**config.mk**
```make
export PLATFORM = sky130hd
export DESIGN_NAME = pixel_fifo_writer
export DESIGN_NICKNAME = d
export VERILOG_FILES = /design/src/rtl/pixel_fifo_pkg.sv /design/src/rtl/byte_pair_packer.sv /design/src/rtl/pixel_fifo_writer.sv
export SDC_FILE = /design/constraint.sdc
export NUM_CORES = 1
export LEC_CHECK = 0
export CORE_MARGIN = 10
export CORE_UTILIZATION = 45
export CTS_CLUSTER_SIZE = 20
export DETAILED_ROUTE_END_ITERATION = 6
export PLACE_DENSITY_LB_ADDON = 0.05
export SYNTH_ARGS = -nofsm -noshare
export SYNTH_HDL_FRONTEND = slang
export SYNTH_HIERARCHICAL = 1
export SYNTH_SLANG_ARGS = --single-unit
```
**constraint.sdc**
```tcl
create_clock -name write_clock -period 2.35 [get_ports write_clock]
set_input_delay 0.47 -clock write_clock [delete_from_list [all_inputs] [get_ports write_clock]]
set_output_delay 0.47 -clock write_clock [all_outputs]
set_load 0.02 [all_outputs]
```
**src/rtl/pixel_fifo_pkg.sv**
```systemverilog
// Shared definitions for the camera-to-FIFO pixel writer.
//   PIXEL_BITS / SOF_BIT / EOL_BIT : layout of the FIFO word {eol, sof, pixel}
//   state_e                        : capture FSM encoding
//   sat_inc16                      : saturating 16-bit increment for status counters
package pixel_fifo_pkg;

   localparam int unsigned PIXEL_BITS = 16;
   localparam int unsigned SOF_BIT    = 16;
   localparam int unsigned EOL_BIT    = 17;
   localparam int unsigned COUNT_BITS = 16;

   // Fixed encodings so the state value is stable across tools and debug probes.
   typedef enum logic [1:0] {
      IDLE   = 2'd0,
      SYNC   = 2'd1,
      ACTIVE = 2'd2
   } state_e;

   // Saturating increment: holds at all-ones instead of wrapping.
   function automatic logic [COUNT_BITS-1:0] sat_inc16(input logic [COUNT_BITS-1:0] value);
      if (value == '1) begin
         return value;
      end
      return value + COUNT_BITS'(1);
   endfunction

endpackage

```
**src/rtl/byte_pair_packer.sv**
```systemverilog
// Pairs consecutive camera bytes into 16-bit pixels.
//   write_clock, reset : pixel clock, async active-high reset
//   restart            : forces byte phase back to the high byte
//   byte_valid         : a camera byte is present this cycle
//   byte_data          : camera byte
//   byte_phase         : 0 = next byte is high byte, 1 = next byte is low byte
//   pixel_done_c       : combinational pulse on the edge sampling the low byte
//   pixel_c            : assembled pixel, valid with pixel_done_c
module byte_pair_packer
   import pixel_fifo_pkg::*;
(
   input  logic                  write_clock,
   input  logic                  reset,
   input  logic                  restart,
   input  logic                  byte_valid,
   input  logic [7:0]            byte_data,
   output logic                  byte_phase,
   output logic                  pixel_done_c,
   output logic [PIXEL_BITS-1:0] pixel_c
);

   logic [7:0] hi_byte;
   logic       take;

   assign take = byte_valid & ~restart;

   // Phase toggle and high-byte capture.
   always_ff @(posedge write_clock or posedge reset) begin
      if (reset) begin
         byte_phase <= 1'b0;
         hi_byte    <= '0;
      end else if (restart) begin
         byte_phase <= 1'b0;
      end else if (take) begin
         byte_phase <= ~byte_phase;
         if (!byte_phase) begin
            hi_byte <= byte_data;
         end
      end
   end

   // The low byte is used straight from the input so the pixel is complete on its own edge.
   assign pixel_done_c = take & byte_phase;
   assign pixel_c      = {hi_byte, byte_data};

endmodule

```
**src/rtl/pixel_fifo_writer.sv**
```systemverilog
// Captures camera pixels (two bytes per pixel) and pushes {eol, sof, pixel} words into a FIFO.
//   write_clock, reset   : camera pixel clock, async active-high reset
//   vsync, href          : frame sync (high between frames), line valid
//   cam_data             : camera byte
//   full                 : FIFO full flag
//   clear_status         : clears overflow, line_error, drop_count
//   write_en, write_data : FIFO push strobe (combinational on full) and word
//   frame_count          : completed frames, wrapping
//   drop_count           : dropped pixels, saturating
//   overflow, line_error : sticky status flags
module pixel_fifo_writer
   import pixel_fifo_pkg::*;
#(
   parameter int unsigned LINE_PIXELS = 640,
   parameter int unsigned WIDTH       = 18
) (
   input  logic             reset,
   input  logic             write_clock,
   input  logic             vsync,
   input  logic             href,
   input  logic [7:0]       cam_data,
   input  logic             full,
   input  logic             clear_status,
   output logic             write_en,
   output logic [WIDTH-1:0] write_data,
   output logic [15:0]      frame_count,
   output logic [15:0]      drop_count,
   output logic             overflow,
   output logic             line_error
);

   // One spare bit so an over-long line cannot alias back to a legal count.
   localparam int unsigned      IDX_BITS  = $clog2(LINE_PIXELS + 1) + 1;
   localparam logic [IDX_BITS-1:0] LAST_IDX  = IDX_BITS'(LINE_PIXELS - 1);
   localparam logic [IDX_BITS-1:0] FULL_LINE = IDX_BITS'(LINE_PIXELS);

   state_e                  state;
   state_e                  state_next;
   logic                    frame_begin;
   logic                    frame_done;
   logic                    active;
   logic                    href_d;
   logic                    line_end;
   logic                    bad_line;
   logic                    packer_restart;
   logic                    byte_phase;
   logic                    pixel_done_c;
   logic [PIXEL_BITS-1:0]   pixel_c;
   logic [IDX_BITS-1:0]     pix_idx;
   logic                    sof_pending;
   logic                    pend_valid;
   logic [WIDTH-1:0]        pend_word;
   logic [WIDTH-1:0]        new_word;
   logic                    accept;
   logic                    drop;

   // FSM state register.
   always_ff @(posedge write_clock or posedge reset) begin
      if (reset) begin
         state <= IDLE;
      end else begin
         state <= state_next;
      end
   end

   // Next state plus frame boundary pulses.
   always_comb begin
      state_next  = state;
      frame_begin = 1'b0;
      frame_done  = 1'b0;
      case (state)
         IDLE: begin
            if (vsync) begin
               state_next = SYNC;
            end
         end
         SYNC: begin
            if (!vsync) begin
               state_next  = ACTIVE;
               frame_begin = 1'b1;
            end
         end
         ACTIVE: begin
            if (vsync) begin
               state_next = SYNC;
               frame_done = 1'b1;
            end
         end
         default: begin
            state_next = IDLE;
         end
      endcase
   end

   assign active         = (state == ACTIVE);
   assign line_end       = active & href_d & ~href;
   assign packer_restart = ~active | line_end;
   assign bad_line       = line_end & (byte_phase | (pix_idx != FULL_LINE));

   // href history for falling-edge detection.
   always_ff @(posedge write_clock or posedge reset) begin
      if (reset) begin
         href_d <= 1'b0;
      end else begin
         href_d <= href;
      end
   end

   byte_pair_packer u_packer (
      .write_clock  (write_clock),
      .reset        (reset),
      .restart      (packer_restart),
      .byte_valid   (href & active),
      .byte_data    (cam_data),
      .byte_phase   (byte_phase),
      .pixel_done_c (pixel_done_c),
      .pixel_c      (pixel_c)
   );

   // Pixel index within the line; counts dropped pixels too, saturates instead of wrapping.
   always_ff @(posedge write_clock or posedge reset) begin
      if (reset) begin
         pix_idx <= '0;
      end else if (packer_restart) begin
         pix_idx <= '0;
      end else if (pixel_done_c && (pix_idx != '1)) begin
         pix_idx <= pix_idx + IDX_BITS'(1);
      end
   end

   // Start-of-frame marker waits for the first completed pixel of the frame.
   always_ff @(posedge write_clock or posedge reset) begin
      if (reset) begin
         sof_pending <= 1'b0;
      end else if (frame_begin) begin
         sof_pending <= 1'b1;
      end else if (pixel_done_c) begin
         sof_pending <= 1'b0;
      end
   end

   // FIFO word for the pixel completing this cycle.
   always_comb begin
      new_word                  = '0;
      new_word[PIXEL_BITS-1:0]  = pixel_c;
      new_word[SOF_BIT]         = sof_pending;
      new_word[EOL_BIT]         = (pix_idx == LAST_IDX);
   end

   assign write_en = pend_valid & ~full;
   assign accept   = pixel_done_c & (~pend_valid | write_en);
   assign drop     = pixel_done_c & pend_valid & ~write_en;

   // One-entry pending register; a word pushing out frees the slot for a same-edge load.
   always_ff @(posedge write_clock or posedge reset) begin
      if (reset) begin
         pend_valid <= 1'b0;
         pend_word  <= '0;
      end else if (accept) begin
         pend_valid <= 1'b1;
         pend_word  <= new_word;
      end else if (write_en) begin
         pend_valid <= 1'b0;
      end
   end

   assign write_data = pend_word;

   // Status: a drop on the clear cycle wins and is counted after the clear.
   always_ff @(posedge write_clock or posedge reset) begin
      if (reset) begin
         overflow    <= 1'b0;
         drop_count  <= '0;
         line_error  <= 1'b0;
         frame_count <= '0;
      end else begin
         if (drop) begin
            overflow   <= 1'b1;
            drop_count <= clear_status ? 16'd1 : sat_inc16(drop_count);
         end else if (clear_status) begin
            overflow   <= 1'b0;
            drop_count <= '0;
         end

         if (bad_line) begin
            line_error <= 1'b1;
         end else if (clear_status) begin
            line_error <= 1'b0;
         end

         if (frame_done) begin
            frame_count <= frame_count + 16'd1;
         end
      end
   end

endmodule
```
==> results.tsv <==
stage	metric	value	unit
run_status	status	finished clean	
detailed_routing	via_count	2733	
worst_setup_path	crit_type	input port to output pin	
final_layout	layout_common_cells	76 x dfrtp_1, 66 x clkdlybuf4s50_1, 26 x mux2_2	
floorplan	fp-row-count	32	
global_routing	grtUsageMet2	21.25	%
synth	syn_nets	338	
floorplan	die_y	109.8	um
clock_tree	root_buffer	clkbuf_8	
sta	timing_hold_violations_final	0	
clock_tree	htree_levels	3	
clock_tree	clock-sinks	77	
synth	ys_ff_latch	77	
global_routing	globalRouteOverflowTotal	0	
worst_setup_path	startpoint_type	input port	
synth	synth_edf_count	0	
final_layout	area_delta_synth_final	29.53	%
sta	fmax	450.1	MHz
placed_design	gp_congestion	0.8120	
clock_tree	worstSkewPairLatency	0.35	ns
final_layout	num_antenna_cells	0	
worst_setup_path	rrSetupSlack	0.23	ns
synth	synth_cells	320	
sta	post-route-period-util	94.53	%
power_and_ir_drop	vdd_drop_max	0.0004842	V
worst_setup_path	cp_slowest_stage_delay	0.63	ns
detailed_routing	avgRoutedWirePerCell	16.32	um
clock_tree	cts.clk_slew.worst_paths	0.08	ns
global_routing	grt_util_met1	19.41	%
synth	async_reset_ff_share	100.0	%
global_routing	antenna_found_initial	0	
floorplan	dieArea	12060	um^2
placed_design	io_buffer_count	66	
global_routing	gr-usage-met3	4.798	%
clock_tree	tritoncts	done	
worst_setup_path	r2r_cells	7	
global_routing	grt_pass1_vias	2719	
worst_setup_path	cp.arrival	1.75	ns
synth	synth_area	3631	um^2
final_layout	final_common_cell	dfrtp_1	
detailed_routing	routed_wirelength	8.224	mm
clock_tree	holdBufCountCts	0	
worst_setup_path	worstReg2RegStart	state[1]	
power_and_ir_drop	p_per_area	583.1	nW/um^2
floorplan	io_pins	67	
sta	finalCriticalPeriod	2.221	ns
worst_setup_path	cp.required	1.88	ns
sta	timing.clock.skew	0.01473	ns
power_and_ir_drop	power_leakage	1.996	nW
synth	yosysSeqAreaShare	53.07	%
detailed_routing	drc	0	
global_routing	grt_usage	14.43	%
sta	slew_viol_final	0	
worst_hold_path	worstHoldPathType	input port to asynchronous set/reset pin	
worst_setup_path	critical_path.endpoint_type	output pin	
synth	synth_cell_types	49	
floorplan	initial_core_util	46.51	%
worst_setup_path	timing.rr.end	drop_count[15]	
sta	rsz0062_at_grt	no	
floorplan	die_w	109.8	um
worst_setup_path	path_cells	clkdlybuf4s50_1, nor2b_1, clkdlybuf4s50_1	
detailed_routing	dr.pass1.iters	7	
detailed_routing	drt_iter0_drc	75	
global_routing	top_usage_layer	met2	
detailed_routing	routed_via_density	5.423	
detailed_routing	ant_nets	0	
job	maxCapViolations	0	
worst_setup_path	cpMostUsedCell	clkdlybuf4s50_1	
final_layout	postLayoutCoreUtil	60.24	%
synth	yosys_warnings	6	
final_layout	final_nets	415	
synth	avgSynthCellArea	11.35	um^2
placed_design	hpwl	5.854	mm
sta	setup_viol	0	
placed_design	place_ws	-0.1740	ns
sta	max-slew-margin-rel	50.57	%
global_routing	grt_max_degree	69	
global_routing	grt_pass1_wl	13.94	mm
worst_setup_path	slowest_stage	clkdlybuf4s50_1	
clock_tree	cts_buffers	9	
sta	worstMarginPinSlew	0.7392	ns
floorplan	design.core.area	7807	um^2
sta	whs	0.4460	ns
clock_tree	clock_path_buffers	2	
sta	finalWorstSetupSlack	0.1285	ns
worst_setup_path	crit_fanout	5	
final_layout	drive_gt1_share	17.91	%
synth	synth_flop_cell	dfrtp_1	
area by class of cell:
type / instances / area, um^2
clock inverters: 6 / 71.32
clock buffers: 10 / 137.6
inverters: 14 / 52.55
fillers: 657 / 3104
well taps: 102 / 127.6
flip-flops and latches: 77 / 1928
repair buffers: 84 / 833.3
multi-input cells: 211 / 1553
per-layer routing:
metal	part of all wire (%)	wire length [um]
met5	0	0
met4	1.3	109
met3	8.0	658
met2	45	3689
met1	46	3767
registers in the layout, summed over array words and instances (netlist names):
register and cells:
overflow 1, drop_count 16, sof_pending 1, u_packer/hi_byte 8
u_packer/byte_phase 1, write_data 18, pend_valid 1, frame_count 16
pix_idx 11, href_d 1, line_error 1, state 2
kinds of logic after synthesis:
family                     Yosys count  synth area share [%]
DFF                                 77                 53.07
AOI/OAI and AO/OA                   45                 8.270
xor gates and xnor gates            28                 6.754
adders and majority gates            4                 1.378
and+or+nand+nor                    105                 17.30
muxes                               29                 8.890
buffers and inverters               32                 4.342
power breakdown:
group | switching, mW | internal [mW] | total [mW]
registers | 0.0592 | 1.38 | 1.44
logic | 0.124 | 0.129 | 0.253
clock network | 0.524 | 0.527 | 1.05
total | 0.707 | 2.04 | 2.74
synth_stat cells (all sizes together), types with 5 or more instances:
library cell  number  area share, %
nand4             13            2.6
dfrtp             77             53
mux2              26            8.1
clkbuf             6           0.62
nor2              18            1.9
xor2              12            2.9
xnor2             16            3.9
nand3             15            2.2
or4                5            1.0
and4               6            1.4
a21oi             14            1.9
o21ai              5           0.69
nand2b             5           0.86
inv               14            1.4
nor4               7            1.4
o31ai              6            1.2
buf               12            2.3
nand2             13            1.3
worst max-delay path by stage:
stage | start | end | slack (ns) | cells after the start
after detailed placement | href | drop_count[15] | -0.17 | 7
after CTS | full | write_en | 0.12 | 3
after floorplan | state[1] | write_data[0] | 0.03 | 9
after global placement | href | drop_count[15] | -0.11 | 7
after global routing | state[1] | drop_count[15] | 0.005 | 7
final | full | write_en | 0.13 | 3
what timing repair did:
action / CTS / global route
endpoints found under the setup margin: 0 / 5
setup buffers: 0 / 1
resized for setup: 0 / 2
metrics by stage:
step,power (mW),setup TNS (ns),cells,area [um^2]
3_5_place_dp,1.724,-2.278,487,4483
2_1_floorplan,1.592,0,320,3635
3_3_place_gp,1.717,-0.6369,487,4483
4_1_cts,2.772,0,503,4692
6_report,2.743,0,504,4703
5_1_grt,2.864,0,504,4703
critical path: cells and delay by family:
family	cells	cell delay, ns
buffers and inverters	2	1.13
AND/OR/NAND/NOR	1	0.15
(Power assumes the default switching activity.)
